==> src/rtl/riscoffee_pc_unit.sv <==
// Fetch program counter: trap / JALR / relative jump / RAS return / PC+4 selection with stall hold
// and a circular return-address stack. Optional target alignment check: RISCOFFEE_PC_MISALIGN_CHECK_EN.
module riscoffee_pc_unit #(
   parameter int              XLEN         = 32,
   parameter logic [XLEN-1:0] RESET_VECTOR = '0,
   parameter int              RAS_DEPTH    = 4
) (
   input  logic            CLK,
   input  logic            RST_N,
   input  logic            STALL,
   input  logic            TRAP_EN,
   input  logic [XLEN-1:0] TRAP_VECTOR,
   input  logic            JALR_EN,
   input  logic [XLEN-1:0] JALR_TARGET,
   input  logic            JUMP_ENABLE,
   input  logic [XLEN-1:0] JUMP_OFFSET,
   input  logic            CALL,
   input  logic            RET,
   output logic [XLEN-1:0] PC,
   output logic            RAS_EMPTY,
   output logic            RAS_FULL,
   output logic            MISALIGN
);

   localparam int PW = (RAS_DEPTH > 1) ? $clog2(RAS_DEPTH) : 1;
   localparam int CW = PW + 1;

   logic [XLEN-1:0] pcQ, pcD;
   logic [PW-1:0]   wrPtrQ, wrPtrD;
   logic [CW-1:0]   countQ, countD;
   logic            emptyQ, fullQ;
   logic            misalignQ, misalignD;

   logic [XLEN-1:0] rasMem [RAS_DEPTH];
   logic            rasWrEn;
   logic [PW-1:0]   rasWrAddr;
   logic [XLEN-1:0] rasWrData;

   logic [XLEN-1:0] pcPlus4, jalrTarget, jumpTarget, rasTop, target;
   logic [PW-1:0]   topPtr;
   logic            rasNonEmpty, rasFullNow, redirect, targetBad;

   assign pcPlus4     = pcQ + XLEN'(4);
   assign jalrTarget  = {JALR_TARGET[XLEN-1:1], 1'b0};
   assign jumpTarget  = pcQ + JUMP_OFFSET;
   assign topPtr      = wrPtrQ - PW'(1);
   assign rasTop      = rasMem[topPtr];
   assign rasNonEmpty = (countQ != '0);
   assign rasFullNow  = (countQ == CW'(RAS_DEPTH));

   // Redirect source below trap/stall; a RET on an empty stack is not a redirect.
   always_comb begin
      redirect = 1'b0;
      target   = pcPlus4;
      if (JALR_EN) begin
         redirect = 1'b1;
         target   = jalrTarget;
      end else if (JUMP_ENABLE) begin
         redirect = 1'b1;
         target   = jumpTarget;
      end else if (RET && rasNonEmpty) begin
         redirect = 1'b1;
         target   = rasTop;
      end
   end

`ifdef RISCOFFEE_PC_MISALIGN_CHECK_EN
   assign targetBad = redirect && (target[1:0] != 2'b00);
`else
   assign targetBad = 1'b0;
`endif

   // Next PC and stack update; a rejected target freezes both PC and stack for the cycle.
   always_comb begin
      pcD       = pcQ;
      wrPtrD    = wrPtrQ;
      countD    = countQ;
      misalignD = 1'b0;
      rasWrEn   = 1'b0;
      rasWrAddr = wrPtrQ;
      rasWrData = pcPlus4;
      if (TRAP_EN) begin
         pcD = TRAP_VECTOR;
      end else if (STALL) begin
         pcD = pcQ;
      end else if (targetBad) begin
         misalignD = 1'b1;
      end else begin
         pcD = target;
         if (CALL && RET && rasNonEmpty) begin
            rasWrEn   = 1'b1;
            rasWrAddr = topPtr;
         end else if (CALL) begin
            rasWrEn = 1'b1;
            wrPtrD  = wrPtrQ + PW'(1);
            if (!rasFullNow) countD = countQ + CW'(1);
         end else if (RET && rasNonEmpty) begin
            wrPtrD = topPtr;
            countD = countQ - CW'(1);
         end
      end
   end

   always_ff @(posedge CLK) begin
      if (!RST_N) begin
         pcQ       <= RESET_VECTOR;
         wrPtrQ    <= '0;
         countQ    <= '0;
         emptyQ    <= 1'b1;
         fullQ     <= 1'b0;
         misalignQ <= 1'b0;
      end else begin
         pcQ       <= pcD;
         wrPtrQ    <= wrPtrD;
         countQ    <= countD;
         emptyQ    <= (countD == '0);
         fullQ     <= (countD == CW'(RAS_DEPTH));
         misalignQ <= misalignD;
      end
   end

   // Entry contents need no reset; the count alone decides validity.
   always_ff @(posedge CLK) begin
      if (RST_N && rasWrEn) rasMem[rasWrAddr] <= rasWrData;
   end

   assign PC        = pcQ;
   assign RAS_EMPTY = emptyQ;
   assign RAS_FULL  = fullQ;
   assign MISALIGN  = misalignQ;

endmodule
==> config.mk <==
export PLATFORM = sky130hd
export DESIGN_NAME = riscoffee_pc_unit
export DESIGN_NICKNAME = d
export VERILOG_FILES = /design/src/rtl/riscoffee_pc_unit.sv
export SDC_FILE = /design/constraint.sdc
export NUM_CORES = 1
export LEC_CHECK = 0
export ABC_CLOCK_PERIOD_IN_PS = 3800
export CORE_MARGIN = 3
export CORE_UTILIZATION = 51
export CTS_BUF_LIST = sky130_fd_sc_hd__clkbuf_4 sky130_fd_sc_hd__clkbuf_8
export DETAILED_ROUTE_END_ITERATION = 10
export PLACE_DENSITY = 0.83
export SLEW_MARGIN = 20
export SYNTH_ARGS = -nofsm -noshare
export SYNTH_HDL_FRONTEND = slang
export SYNTH_SLANG_ARGS = --single-unit
==> constraint.sdc <==
create_clock -name CLK -period 3.8 [get_ports CLK]
set_clock_uncertainty 0.2 [all_clocks]
set_input_delay 0.76 -clock CLK [delete_from_list [all_inputs] [get_ports CLK]]
set_output_delay 0.76 -clock CLK [all_outputs]
set_load 0.01 [all_outputs]
==> impl_metrics.sql, run 1 <==
INSERT INTO impl_metrics (metric_group, metric, value, unit) VALUES
('setup_path', 'cp_slowest_stage_delay', '460', 'ps'),
('die', 'dieHeight', '143.5', 'µm'),
('layout', 'post_route_cells_drive_above_1_share', '10.60', '%'),
('setup_path', 'cpLargestDelayFamily', 'compound AO/OA/AOI/OAI gates', ''),
('timing', 'grt_setup_unrepaired', 'false', ''),
('cts', 'clk_path_buf_depth', '2', ''),
('power', 'switching_power_as_a_share_of_total_power', '30.78', '%'),
('cts', 'clock_root_cell', 'sky130_fd_sc_hd__clkbuf_8', ''),
('setup_path', 'critPathRequiredTime', '4010', 'ps'),
('cts', 'clk-insertion-delay-late', '460', 'ps'),
('synthesis', 'mappedNetlistArea', '0.009640', 'mm²'),
('layout', 'area_growth_syn_to_layout', '21.51', '%'),
('cts', 'tritoncts', 'yes', ''),
('synthesis', 'largest_family_of_logic_cells_by_synthesized_area', 'compound AO/OA/AOI/OAI gates', ''),
('timing', 'fmax', '277.2', 'MHz'),
('timing', 'tightestPinTransition', '799.2', 'ps'),
('cts', 'numClockSinks', '167', ''),
('timing', 'report.final.hold_viol_count', '0', ''),
('setup_path', 'critical-path-slowest-cell', 'sky130_fd_sc_hd__fa_1', ''),
('routing', 'drtAntennaViolNets', '0', ''),
('routing', 'wirelength_met1', '11260', 'µm'),
('cts', 'cts_hold_buffers', '0', ''),
('synthesis', 'seq_total_area_yosys', '47.97', '%'),
('power', 'power_leakage', '4.248', 'nW'),
('timing', 'max_slew_headroom_at_the_worst_pin', '46.55', '%'),
('layout', 'finalNonFillerCells', '1276', ''),
('layout', 'fillerInstances', '1419', ''),
('placement', 'numPortBuffers', '136', ''),
('routing', 'postRouteWirelength', '28230', 'µm'),
('synthesis', 'ys.warnings.count', '0', ''),
('global_routing', 'grt_overflow_total', '0', ''),
('power', 'power.share.combinational', '25.8', '%'),
('flow_run', 'max_cap_viol_count', '0', ''),
('cts', 'worst_setup_hold_path_clk_slew', '90', 'ps'),
('synthesis', 'ys_types', '67', ''),
('routing', 'top_signal_layer_used', 'met4', ''),
('worst_hold_path', 'holdCritPathClass', 'flip-flop to flip-flop', ''),
('routing', 'route.detailed.wl_per_inst', '22.13', 'µm'),
('power', 'seq_power_share', '46.8', '%'),
('routing', 'dr_wl_met3', '3106', 'µm'),
('global_routing', 'maximum_number_of_pins_on_one_net_before_global_route_repair', '43', ''),
('synthesis', 'synth-compound-area-share', '16.29', '%'),
('power', 'vdd_drop_max', '0.2132', 'mV'),
('timing', 'timing.final.setup_violations', '0', ''),
('die', 'floorplan.core_area', '0.01827', 'mm²'),
('synthesis', 'synth_top_flop_cell', 'sky130_fd_sc_hd__edfxtp_1', ''),
('timing', 'final.period_utilization', '94.95', '%'),
('global_routing', 'via_count_of_the_first_global_routing_pass', '7785', ''),
('synthesis', 'synthSimpleGateAreaFrac', '13.46', '%'),
('synthesis', 'synth.ff_latch_count', '167', ''),
('outcome', 'outcome', 'completed', ''),
('power', 'p_per_area', '389.6', 'mW/mm²'),
('power', 'pwr-share-clk', '27.4', '%'),
('synthesis', 'mappedNetlistNets', '1040', ''),
('synthesis', 'synth_xor_area_share', '5.178', '%'),
('die', 'die_area', '0.02059', 'mm²'),
('layout', 'final_util', '64.11', '%'),
('routing', 'route.detailed.drc', '0', ''),
('synthesis', 'netlist_instances', '900', ''),
('placement', 'dp.final_hpwl', '20750', 'µm'),
('synthesis', 'synth.area.mux_share', '8.929', '%'),
('setup_path', 'worst-path-max-fanout', '3', ''),
('synthesis', 'syn-mean-instance-area', '10.71', 'µm²'),
('power', 'intPower', '3.159', 'mW'),
('cts', 'cts_inserted_buffers', '17', ''),
('timing', 'drv_slew', '0', ''),
('die', 'top_level_ports', '139', ''),
('routing', 'route.detailed.vias_per_inst', '6.349', ''),
('setup_path', 'cp_num_buf_inv', '1', ''),
('global_routing', 'grt_pass1_wl', '43210', 'µm'),
('die', 'die_w', '143.5', 'µm');
## registers in the layout, indices dropped and copies added (netlist names)
register	count
rasMem	128
countQ	3
RAS_EMPTY	1
RAS_FULL	1
PC	32
wrPtrQ	2
## stage by stage
stage	setup WS, ps	setup TNS [ps]	total power, mW	hold slack [ps]	cell area (µm²)
after global routing	111.6	0	4.728	406.3	11710
after detailed placement	-249.9	-874.9	3.321	367.5	11330
after global placement	-199.2	-598.4	3.293	355.0	11330
after CTS	210.0	0	4.546	382.8	11710
final	192.0	0	4.564	389.8	11710
after floorplan	100.1	0	2.873	309.5	9641
## routing by layer
layer	up-vias	GRT usage [%]
met1	3861	38.15
li1	3673	-
met5	-	0
met4	0	8.920
met2	508	43.00
met3	59	6.522
## power by group through the flow
| stage | logic (mW) | registers (mW) | clock network [mW] |
|---|---|---|---|
| after floorplan | 0.726 | 2.15 | 0 |
| after global placement | 1.12 | 2.17 | 0 |
| after detailed placement | 1.15 | 2.17 | 0 |
| after CTS | 1.16 | 2.13 | 1.25 |
| after global routing | 1.27 | 2.14 | 1.32 |
| final | 1.18 | 2.14 | 1.25 |
## cell families after synthesis
group | count (synthesis)
AND/OR/NAND/NOR | 272
AO/OA/AOI/OAI | 245
flip-flops | 167
buffers and inverters | 76
XOR/XNOR | 57
multiplexers | 46
adder cells (fa/ha/maj) | 36
other | 1
## synth_stat cells (all sizes together), types with 3 or more instances
| cell | instances | share of area, % |
|---|---|---|
| a221oi | 6 | 0.55 |
| inv | 19 | 0.74 |
| mux2i | 14 | 1.5 |
| o21a | 5 | 0.39 |
| and3 | 18 | 1.2 |
| o21bai | 4 | 0.31 |
| xnor2 | 35 | 3.2 |
| nor2b | 7 | 0.45 |
| and4 | 3 | 0.31 |
| clkbuf | 38 | 1.5 |
| a21oi | 66 | 3.4 |
| a311oi | 5 | 0.45 |
| ha | 35 | 4.5 |
| dfxtp | 39 | 8.1 |
| o22ai | 5 | 0.32 |
| o21ai | 59 | 3.1 |
| a21o | 20 | 1.6 |
| o211ai | 11 | 0.86 |
| nand2 | 105 | 4.1 |
| and2 | 10 | 0.65 |
| nand4 | 15 | 1.1 |
| xor2 | 22 | 2.0 |
| a21boi | 5 | 0.39 |
| o31ai | 3 | 0.29 |
| buf | 19 | 1.1 |
| nand2b | 12 | 0.78 |
| a31oi | 12 | 0.78 |
| o311ai | 3 | 0.27 |
| nor2 | 55 | 2.1 |
| or3 | 3 | 0.19 |
| edfxtp | 128 | 40 |
| nor3 | 10 | 0.52 |
| mux4 | 32 | 7.5 |
| a22o | 3 | 0.27 |
| a22oi | 3 | 0.23 |
| a211oi | 16 | 1.2 |
| o221ai | 3 | 0.27 |
| nand3 | 29 | 1.5 |
## placed cells by master (no fill, tap or decap), types with 4 or more instances in the layout
cell type / Yosys / final
sky130_fd_sc_hd__clkbuf_8: 0 / 17
sky130_fd_sc_hd__a311oi_1: 5 / 5
sky130_fd_sc_hd__a21o_1: 20 / 20
sky130_fd_sc_hd__nand2_1: 105 / 105
sky130_fd_sc_hd__o21ai_0: 56 / 56
sky130_fd_sc_hd__o22ai_1: 5 / 5
sky130_fd_sc_hd__clkdlybuf4s50_1: 0 / 136
sky130_fd_sc_hd__xnor2_1: 35 / 35
sky130_fd_sc_hd__a21oi_1: 66 / 66
sky130_fd_sc_hd__inv_6: 0 / 5
sky130_fd_sc_hd__nand4_1: 14 / 14
sky130_fd_sc_hd__nor2_1: 55 / 53
sky130_fd_sc_hd__a221oi_1: 6 / 6
sky130_fd_sc_hd__a21boi_0: 4 / 4
sky130_fd_sc_hd__nand2b_1: 12 / 12
sky130_fd_sc_hd__xor2_1: 22 / 22
sky130_fd_sc_hd__nand3_1: 29 / 29
sky130_fd_sc_hd__inv_1: 19 / 19
sky130_fd_sc_hd__nor3_1: 10 / 10
sky130_fd_sc_hd__o211ai_1: 11 / 11
sky130_fd_sc_hd__o21bai_1: 4 / 4
sky130_fd_sc_hd__nor2b_1: 7 / 6
sky130_fd_sc_hd__mux4_2: 32 / 32
sky130_fd_sc_hd__and2_1: 10 / 10
sky130_fd_sc_hd__and3_1: 18 / 18
sky130_fd_sc_hd__buf_4: 8 / 36
sky130_fd_sc_hd__edfxtp_1: 128 / 128
sky130_fd_sc_hd__dfxtp_1: 39 / 38
sky130_fd_sc_hd__a211oi_1: 16 / 16
sky130_fd_sc_hd__o21a_1: 5 / 5
sky130_fd_sc_hd__a31oi_1: 12 / 12
sky130_fd_sc_hd__ha_1: 35 / 35
sky130_fd_sc_hd__mux2i_1: 14 / 14
## area by class of cell
cell class	instances	area (µm²)	area share, %
Tap cell	229	286.5	2.446
Clock buffer	17	234.0	1.997
Multi-Input combinational cell	657	4697	40.10
Sequential cell	167	4626	39.49
Timing Repair Buffer	173	1652	14.10
Inverter	19	71.32	0.6088
Clock inverter	14	147.6	1.260
## worst paths after layout
check | endpoint | cells past startpoint | startpoint
hold reg to reg | rasMem[1][0] | 0 | PC[0]
hold / removal | rasMem[1][0] | 0 | PC[0]
setup / recovery | PC[24] | 11 | JUMP_OFFSET[0]
setup reg to reg | PC[24] | 10 | PC[0]
(Power assumes the default switching activity.)
==> run 2: changes to the inputs <==
--- a/config.mk
+++ b/config.mk
@@ -10,7 +10,8 @@
 export CORE_UTILIZATION = 51
 export CTS_BUF_LIST = sky130_fd_sc_hd__clkbuf_4 sky130_fd_sc_hd__clkbuf_8
 export DETAILED_ROUTE_END_ITERATION = 10
-export PLACE_DENSITY = 0.83
+export HOLD_SLACK_MARGIN = 0.12
+export PLACE_DENSITY = 0.86
 export SLEW_MARGIN = 20
 export SYNTH_ARGS = -nofsm -noshare
 export SYNTH_HDL_FRONTEND = slang
==> impl_metrics.sql, run 2 (synthesis gave the netlist of run 1 again) <==
INSERT INTO impl_metrics (metric_group, metric, value, unit) VALUES
('setup_path', 'reg2reg_slack', '570', 'ps'),
('cts', 'numClockSinks', '167', ''),
('cts', 'worst_setup_hold_path_clk_slew', '90', 'ps'),
('global_routing', 'grt_antenna_before_repair', '0', ''),
('routing', 'num_vias', '8152', ''),
('cts', 'clock_root_cell', 'sky130_fd_sc_hd__clkbuf_8', ''),
('power', 'total_switching_power', '1.389', 'mW'),
('setup_path', 'rr_startpoint', 'PC[0]', ''),
('timing', 'final.period_utilization', '94.21', '%'),
('timing', 'report.final.hold_viol_count', '0', ''),
('placement', 'dpl_worst_slack', '-171.1', 'ps'),
('layout', 'final_util', '64.29', '%'),
('timing', 'timing.setup.tns', '0', 'ps'),
('power', 'pwr-share-clk', '27.8', '%'),
('worst_hold_path', 'holdCritPathClass', 'flip-flop to flip-flop', ''),
('setup_path', 'worst-path-max-fanout', '3', ''),
('routing', 'dr_wl_met3', '2935', 'µm'),
('die', 'die_w', '143.5', 'µm'),
('timing', 'timing.final.crit_period', '3580', 'ps'),
('routing', 'met2_wirelength', '12780', 'µm'),
('setup_path', 'cp_data_arrival_time', '3800', 'ps'),
('routing', 'top_signal_layer_used', 'met4', ''),
('outcome', 'outcome', 'completed', ''),
('layout', 'largest_reg_flops', '128', ''),
('power', 'switching_power_as_a_share_of_total_power', '30.27', '%'),
('cts', 'clk_path_buf_depth', '2', ''),
('placement', 'dp.final_hpwl', '20650', 'µm'),
('cts', 'cts_inserted_buffers', '17', ''),
('timing', 'tightestPinTransition', '677.5', 'ps'),
('layout', 'postLayoutCellArea', '0.01175', 'mm²'),
('setup_path', 'cp-end-kind', 'flip-flop', ''),
('die', 'floorplan.core_area', '0.01827', 'mm²'),
('power', 'power_leakage', '4.266', 'nW'),
('power', 'p_per_area', '390.5', 'mW/mm²'),
('placement', 'placed_cell_area', '0.01135', 'mm²'),
('timing', 'max_slew_headroom_at_the_worst_pin', '54.77', '%'),
('routing', 'route.detailed.wl_per_inst', '21.99', 'µm'),
('global_routing', 'grt_pass1_wl', '43380', 'µm'),
('setup_path', 'critPathRequiredTime', '4020', 'ps'),
('global_routing', 'grt_overflow_total', '0', ''),
('setup_path', 'startpoint_of_the_worst_setup_timing_path', 'JUMP_OFFSET[0]', ''),
('timing', 'setup_slack', '220.1', 'ps'),
('routing', 'postRouteWirelength', '28170', 'µm'),
('cts', 'cts_hold_buffers', '0', ''),
('placement', 'numPortBuffers', '136', ''),
('timing', 'fmax', '279.3', 'MHz'),
('setup_path', 'setup.worst_path.class', 'input pin to flip-flop', ''),
('die', 'initial_util', '52.77', '%'),
('die', 'rows', '49', ''),
('global_routing', 'maximum_number_of_pins_on_one_net_before_global_route_repair', '42', ''),
('timing', 'drv_slew', '0', ''),
('layout', 'most_used_cells_in_the_layout_excluding_fill_and_tap_cells', 'sky130_fd_sc_hd__clkdlybuf4s50_1, sky130_fd_sc_hd__edfxtp_1, sky130_fd_sc_hd__nand2_1, sky130_fd_sc_hd__a21oi_1, sky130_fd_sc_hd__o21ai_0', ''),
('layout', 'final_common_cell', 'sky130_fd_sc_hd__clkdlybuf4s50_1', ''),
('layout', 'post_route_cells_drive_above_1_share', '11.12', '%'),
('routing', 'wirelength_met1', '11350', 'µm'),
('die', 'top_level_ports', '139', ''),
('setup_path', 'worstSetupEndpoint', 'PC[24]', ''),
('routing', 'drt_iter0_markers', '995', ''),
('power', 'intPower', '3.198', 'mW'),
('setup_path', 'cp_num_buf_inv', '1', ''),
('routing', 'drtAntennaViolNets', '0', ''),
('cts', 'level_count_of_the_clock_h_tree', '4', ''),
('routing', 'route.detailed.drc', '0', ''),
('die', 'die_area', '0.02059', 'mm²'),
('routing', 'drt_pre_antenna_iters', '6', ''),
('layout', 'n_antenna_cell', '0', ''),
('placement', 'dp_cells', '1249', ''),
('setup_path', 'reg2reg_depth', '10', ''),
('setup_path', 'ordered_list_of_cells_on_the_worst_path', 'clkdlybuf4s50_1 > ha_1 > fa_1 > a21o_1 > a22o_1 > o31ai_2 > o22ai_1 > o21ai_0 > xor2_1 > a2111oi_0 > o21a_1', ''),
('setup_path', 'critPathLaunchType', 'input pin', ''),
('cts', 'cts_repair_resize_count', '0', ''),
('cts', 'tritoncts', 'yes', ''),
('cts', 'postCtsSetupBuffers', '0', ''),
('layout', 'area_growth_syn_to_layout', '21.84', '%'),
('setup_path', 'critical-path-slowest-cell', 'sky130_fd_sc_hd__a2111oi_0', ''),
('layout', 'nets', '1179', ''),
('setup_path', 'cell_depth_of_the_worst_setup_path', '11', ''),
('setup_path', 'cpLargestDelayFamily', 'compound AO/OA/AOI/OAI gates', ''),
('setup_path', 'cp_slowest_stage_delay', '470', 'ps'),
('global_routing', 'global_route_total_usage_across_every_layer', '27.76', '%'),
('power', 'power.share.combinational', '25.7', '%'),
('layout', 'finalNonFillerCells', '1281', ''),
('layout', 'top_register', 'rasMem', ''),
('global_routing', 'via_count_of_the_first_global_routing_pass', '7863', ''),
('timing', 'grt_setup_unrepaired', 'false', ''),
('timing', 'timing.final.setup_violations', '0', ''),
('routing', 'route.detailed.vias_per_inst', '6.364', ''),
('placement', 'gp_routability_congestion', '0.9662', ''),
('flow_run', 'max_cap_viol_count', '0', ''),
('cts', 'clk-insertion-delay-late', '460', 'ps'),
('power', 'seq_power_share', '46.5', '%'),
('die', 'dieHeight', '143.5', 'µm'),
('power', 'vdd_drop_max', '0.3275', 'mV'),
('setup_path', 'regToRegEndpoint', 'PC[24]', '');
run 2: worst register-to-register path, stage by stage, from the launching register on:
cell and delay [ps]:
sky130_fd_sc_hd__dfxtp_1 370, sky130_fd_sc_hd__ha_1 240, sky130_fd_sc_hd__fa_1 420, sky130_fd_sc_hd__a21o_1 210, sky130_fd_sc_hd__a22o_1 210, sky130_fd_sc_hd__o31ai_2 260
sky130_fd_sc_hd__o22ai_1 220, sky130_fd_sc_hd__o21ai_0 290, sky130_fd_sc_hd__xor2_1 140, sky130_fd_sc_hd__a2111oi_0 470, sky130_fd_sc_hd__o21a_1 160
run 2: through the flow:
step	hold WS, ps	power, mW
2_1_floorplan	309.5	2.873
3_3_place_gp	346.8	3.295
3_5_place_dp	346.9	3.319
4_1_cts	359.1	4.565
5_1_grt	375.2	4.785
6_report	356.1	4.587
run 2: per-layer routing:
| metal | vias to the layer above | global-route usage, % |
|---|---|---|
| met5 | - | 0 |
| met4 | 0 | 11.10 |
| met3 | 91 | 5.990 |
| met2 | 532 | 41.74 |
| met1 | 3857 | 39.57 |
| li1 | 3672 | - |
run 2: worst min path at each step:
stage | endpoint | cells after the start | from | slack [ps]
4_1_cts | rasMem[1][0] | 0 | PC[0] | 360
3_5_place_dp | rasMem[2][0] | 0 | PC[0] | 350
2_1_floorplan | rasMem[0][0] | 0 | PC[0] | 310
3_3_place_gp | rasMem[1][0] | 0 | PC[0] | 350
6_report | rasMem[0][0] | 0 | PC[0] | 360
5_1_grt | rasMem[0][0] | 0 | PC[0] | 380
run 2: cell type report:
class                           instances  area, µm²
Clock buffer                           21      270.3
Clock inverter                         11      126.4
Fill cell                            1395       6524
Inverter                               19      71.32
Multi-Input combinational cell        657       4697
Sequential cell                       167       4626
Tap cell                              229      286.5
Timing Repair Buffer                  177       1669
run 2: power by group through the flow:
stage | clock network (mW) | logic, mW | registers, mW
after floorplan | 0 | 0.726 | 2.15
after global placement | 0 | 1.12 | 2.17
after detailed placement | 0 | 1.15 | 2.17
after CTS | 1.28 | 1.16 | 2.13
after global routing | 1.37 | 1.28 | 2.14
final | 1.27 | 1.18 | 2.13
==> run 3: changes to the inputs <==
--- a/config.mk
+++ b/config.mk
@@ -7,9 +7,10 @@
 export LEC_CHECK = 0
 export ABC_CLOCK_PERIOD_IN_PS = 3800
 export CORE_MARGIN = 3
-export CORE_UTILIZATION = 51
+export CORE_UTILIZATION = 60
 export CTS_BUF_LIST = sky130_fd_sc_hd__clkbuf_4 sky130_fd_sc_hd__clkbuf_8
 export DETAILED_ROUTE_END_ITERATION = 10
+export DONT_BUFFER_PORTS = 1
 export HOLD_SLACK_MARGIN = 0.12
 export PLACE_DENSITY = 0.86
 export SLEW_MARGIN = 20
==> impl_metrics.sql, run 3 (synthesis gave the netlist of run 1 again) <==
INSERT INTO impl_metrics (metric_group, metric, value, unit) VALUES
('setup_path', 'cp_data_arrival_time', '3530', 'ps'),
('power', 'power_leakage', '3.674', 'nW'),
('placement', 'numPortBuffers', '0', ''),
('layout', 'nets', '1028', ''),
('timing', 'timing.setup.tns', '0', 'ps'),
('routing', 'route.detailed.vias_per_inst', '6.907', ''),
('setup_path', 'cell_depth_of_the_worst_setup_path', '11', ''),
('cts', 'cts_hold_buffers', '0', ''),
('worst_hold_path', 'holdCritPathClass', 'input pin to flip-flop', ''),
('routing', 'num_vias', '7681', ''),
('die', 'initial_util', '62.26', '%'),
('die', 'die_w', '132.8', 'µm'),
('timing', 'timing.final.crit_period', '3341', 'ps'),
('global_routing', 'via_count_of_the_first_global_routing_pass', '6974', ''),
('timing', 'setup_slack', '458.6', 'ps'),
('routing', 'postRouteWirelength', '25900', 'µm'),
('routing', 'drt_iter0_markers', '1048', ''),
('setup_path', 'cp-end-kind', 'flip-flop', ''),
('layout', 'most_used_cells_in_the_layout_excluding_fill_and_tap_cells', 'sky130_fd_sc_hd__edfxtp_1, sky130_fd_sc_hd__nand2_1, sky130_fd_sc_hd__a21oi_1, sky130_fd_sc_hd__o21ai_0, sky130_fd_sc_hd__nor2_1', ''),
('setup_path', 'critPathLaunchType', 'flip-flop', ''),
('power', 'vdd_drop_max', '0.3755', 'mV'),
('layout', 'post_route_cells_drive_above_1_share', '11.32', '%'),
('setup_path', 'setup.worst_path.class', 'flip-flop to flip-flop', ''),
('cts', 'cts_inserted_buffers', '17', ''),
('cts', 'cts_repair_resize_count', '0', ''),
('cts', 'postCtsSetupBuffers', '0', ''),
('die', 'floorplan.core_area', '0.01548', 'mm²'),
('cts', 'tritoncts', 'yes', ''),
('timing', 'drv_slew', '0', ''),
('setup_path', 'ordered_list_of_cells_on_the_worst_path', 'ha_1 > fa_1 > a21o_1 > a22o_1 > o31ai_2 > o22ai_1 > o21ai_0 > o21ai_1 > mux2i_1 > nand2_1 > a21oi_1', ''),
('die', 'rows', '45', ''),
('routing', 'wirelength_met1', '10070', 'µm'),
('layout', 'largest_reg_flops', '128', ''),
('placement', 'gp_routability_congestion', '0.9987', ''),
('placement', 'dpl_worst_slack', '173.4', 'ps'),
('cts', 'clk_path_buf_depth', '2', ''),
('global_routing', 'maximum_number_of_pins_on_one_net_before_global_route_repair', '44', ''),
('timing', 'tightestPinTransition', '591.6', 'ps'),
('setup_path', 'cp_num_buf_inv', '0', ''),
('timing', 'final.period_utilization', '87.93', '%'),
('global_routing', 'grt_overflow_total', '0', ''),
('setup_path', 'cpLargestDelayFamily', 'compound AO/OA/AOI/OAI gates', ''),
('layout', 'n_antenna_cell', '0', ''),
('setup_path', 'reg2reg_depth', '11', ''),
('routing', 'route.detailed.wl_per_inst', '23.29', 'µm'),
('setup_path', 'worst-path-max-fanout', '7', ''),
('routing', 'route.detailed.drc', '0', ''),
('worst_hold_path', 'hold_critical_path_depth', '2', ''),
('routing', 'dr_wl_met3', '3511', 'µm'),
('placement', 'placed_cell_area', '0.009853', 'mm²'),
('setup_path', 'critical-path-slowest-cell', 'sky130_fd_sc_hd__dfxtp_1', ''),
('global_routing', 'global_route_total_usage_across_every_layer', '28.99', '%'),
('global_routing', 'grt_antenna_before_repair', '0', ''),
('placement', 'dp.final_hpwl', '18580', 'µm'),
('cts', 'level_count_of_the_clock_h_tree', '4', ''),
('cts', 'numClockSinks', '167', ''),
('cts', 'worst_setup_hold_path_clk_slew', '100', 'ps'),
('routing', 'top_signal_layer_used', 'met4', ''),
('layout', 'final_common_cell', 'sky130_fd_sc_hd__edfxtp_1', ''),
('timing', 'report.final.hold_viol_count', '0', ''),
('timing', 'fmax', '299.3', 'MHz'),
('die', 'top_level_ports', '139', ''),
('timing', 'max_slew_headroom_at_the_worst_pin', '60.27', '%'),
('outcome', 'outcome', 'completed', ''),
('routing', 'drt_pre_antenna_iters', '7', ''),
('routing', 'met2_wirelength', '11730', 'µm'),
('global_routing', 'grt_pass1_wl', '39690', 'µm'),
('timing', 'grt_setup_unrepaired', 'false', ''),
('timing', 'timing.final.setup_violations', '0', ''),
('cts', 'clk-insertion-delay-late', '460', 'ps'),
('power', 'p_per_area', '421.0', 'mW/mm²'),
('power', 'fin_total_pwr', '4.311', 'mW'),
('flow_run', 'max_cap_viol_count', '0', ''),
('layout', 'postLayoutCellArea', '0.01024', 'mm²'),
('cts', 'clock_root_cell', 'sky130_fd_sc_hd__clkbuf_8', ''),
('routing', 'drtAntennaViolNets', '0', ''),
('die', 'die_area', '0.01762', 'mm²'),
('layout', 'area_growth_syn_to_layout', '6.230', '%'),
('die', 'dieHeight', '132.8', 'µm'),
('layout', 'top_register', 'rasMem', ''),
('setup_path', 'cp_slowest_stage_delay', '420', 'ps'),
('setup_path', 'critPathRequiredTime', '3990', 'ps');
-- run 3: worst paths after layout --
check	to	startpoint	slack, ps
worst min register to register	rasMem[1][0]	PC[0]	430
worst min-delay path	PC[22]	RST_N	200
worst max register to register	PC[28]	PC[0]	460
worst max-delay path	PC[28]	PC[0]	460
-- run 3: layer usage --
| layer | vias up | GRT usage, % |
|---|---|---|
| met5 | - | 0 |
| met4 | 0 | 7.737 |
| met3 | 62 | 7.110 |
| met2 | 622 | 43.51 |
| met1 | 3613 | 42.66 |
| li1 | 3384 | - |
-- run 3: metrics by stage --
stage                     utilization, %  hold WS (ps)  cells
after floorplan                        -         309.5    900
after global placement             63.64         372.0   1080
after detailed placement           63.64         376.6   1080
after CTS                          66.14         173.3   1112
after global routing               66.14         182.3   1112
final                              66.14         202.2   1112
-- run 3: report_power, final --
part	switching, mW	internal, mW	total (mW)
registers	0.101	2.04	2.14
clock network	0.671	0.570	1.24
logic	0.558	0.373	0.930
total	1.33	2.98	4.31
-- run 3: final cells by class --
class / count / area (µm²)
tap: 211 / 264.0
timing repair buffer: 26 / 195.2
clock inverter: 12 / 118.9
fill: 1133 / 5243
clock buffer: 20 / 269.0
multi-input combinational: 657 / 4697
sequential: 167 / 4626
inverter: 19 / 71.32
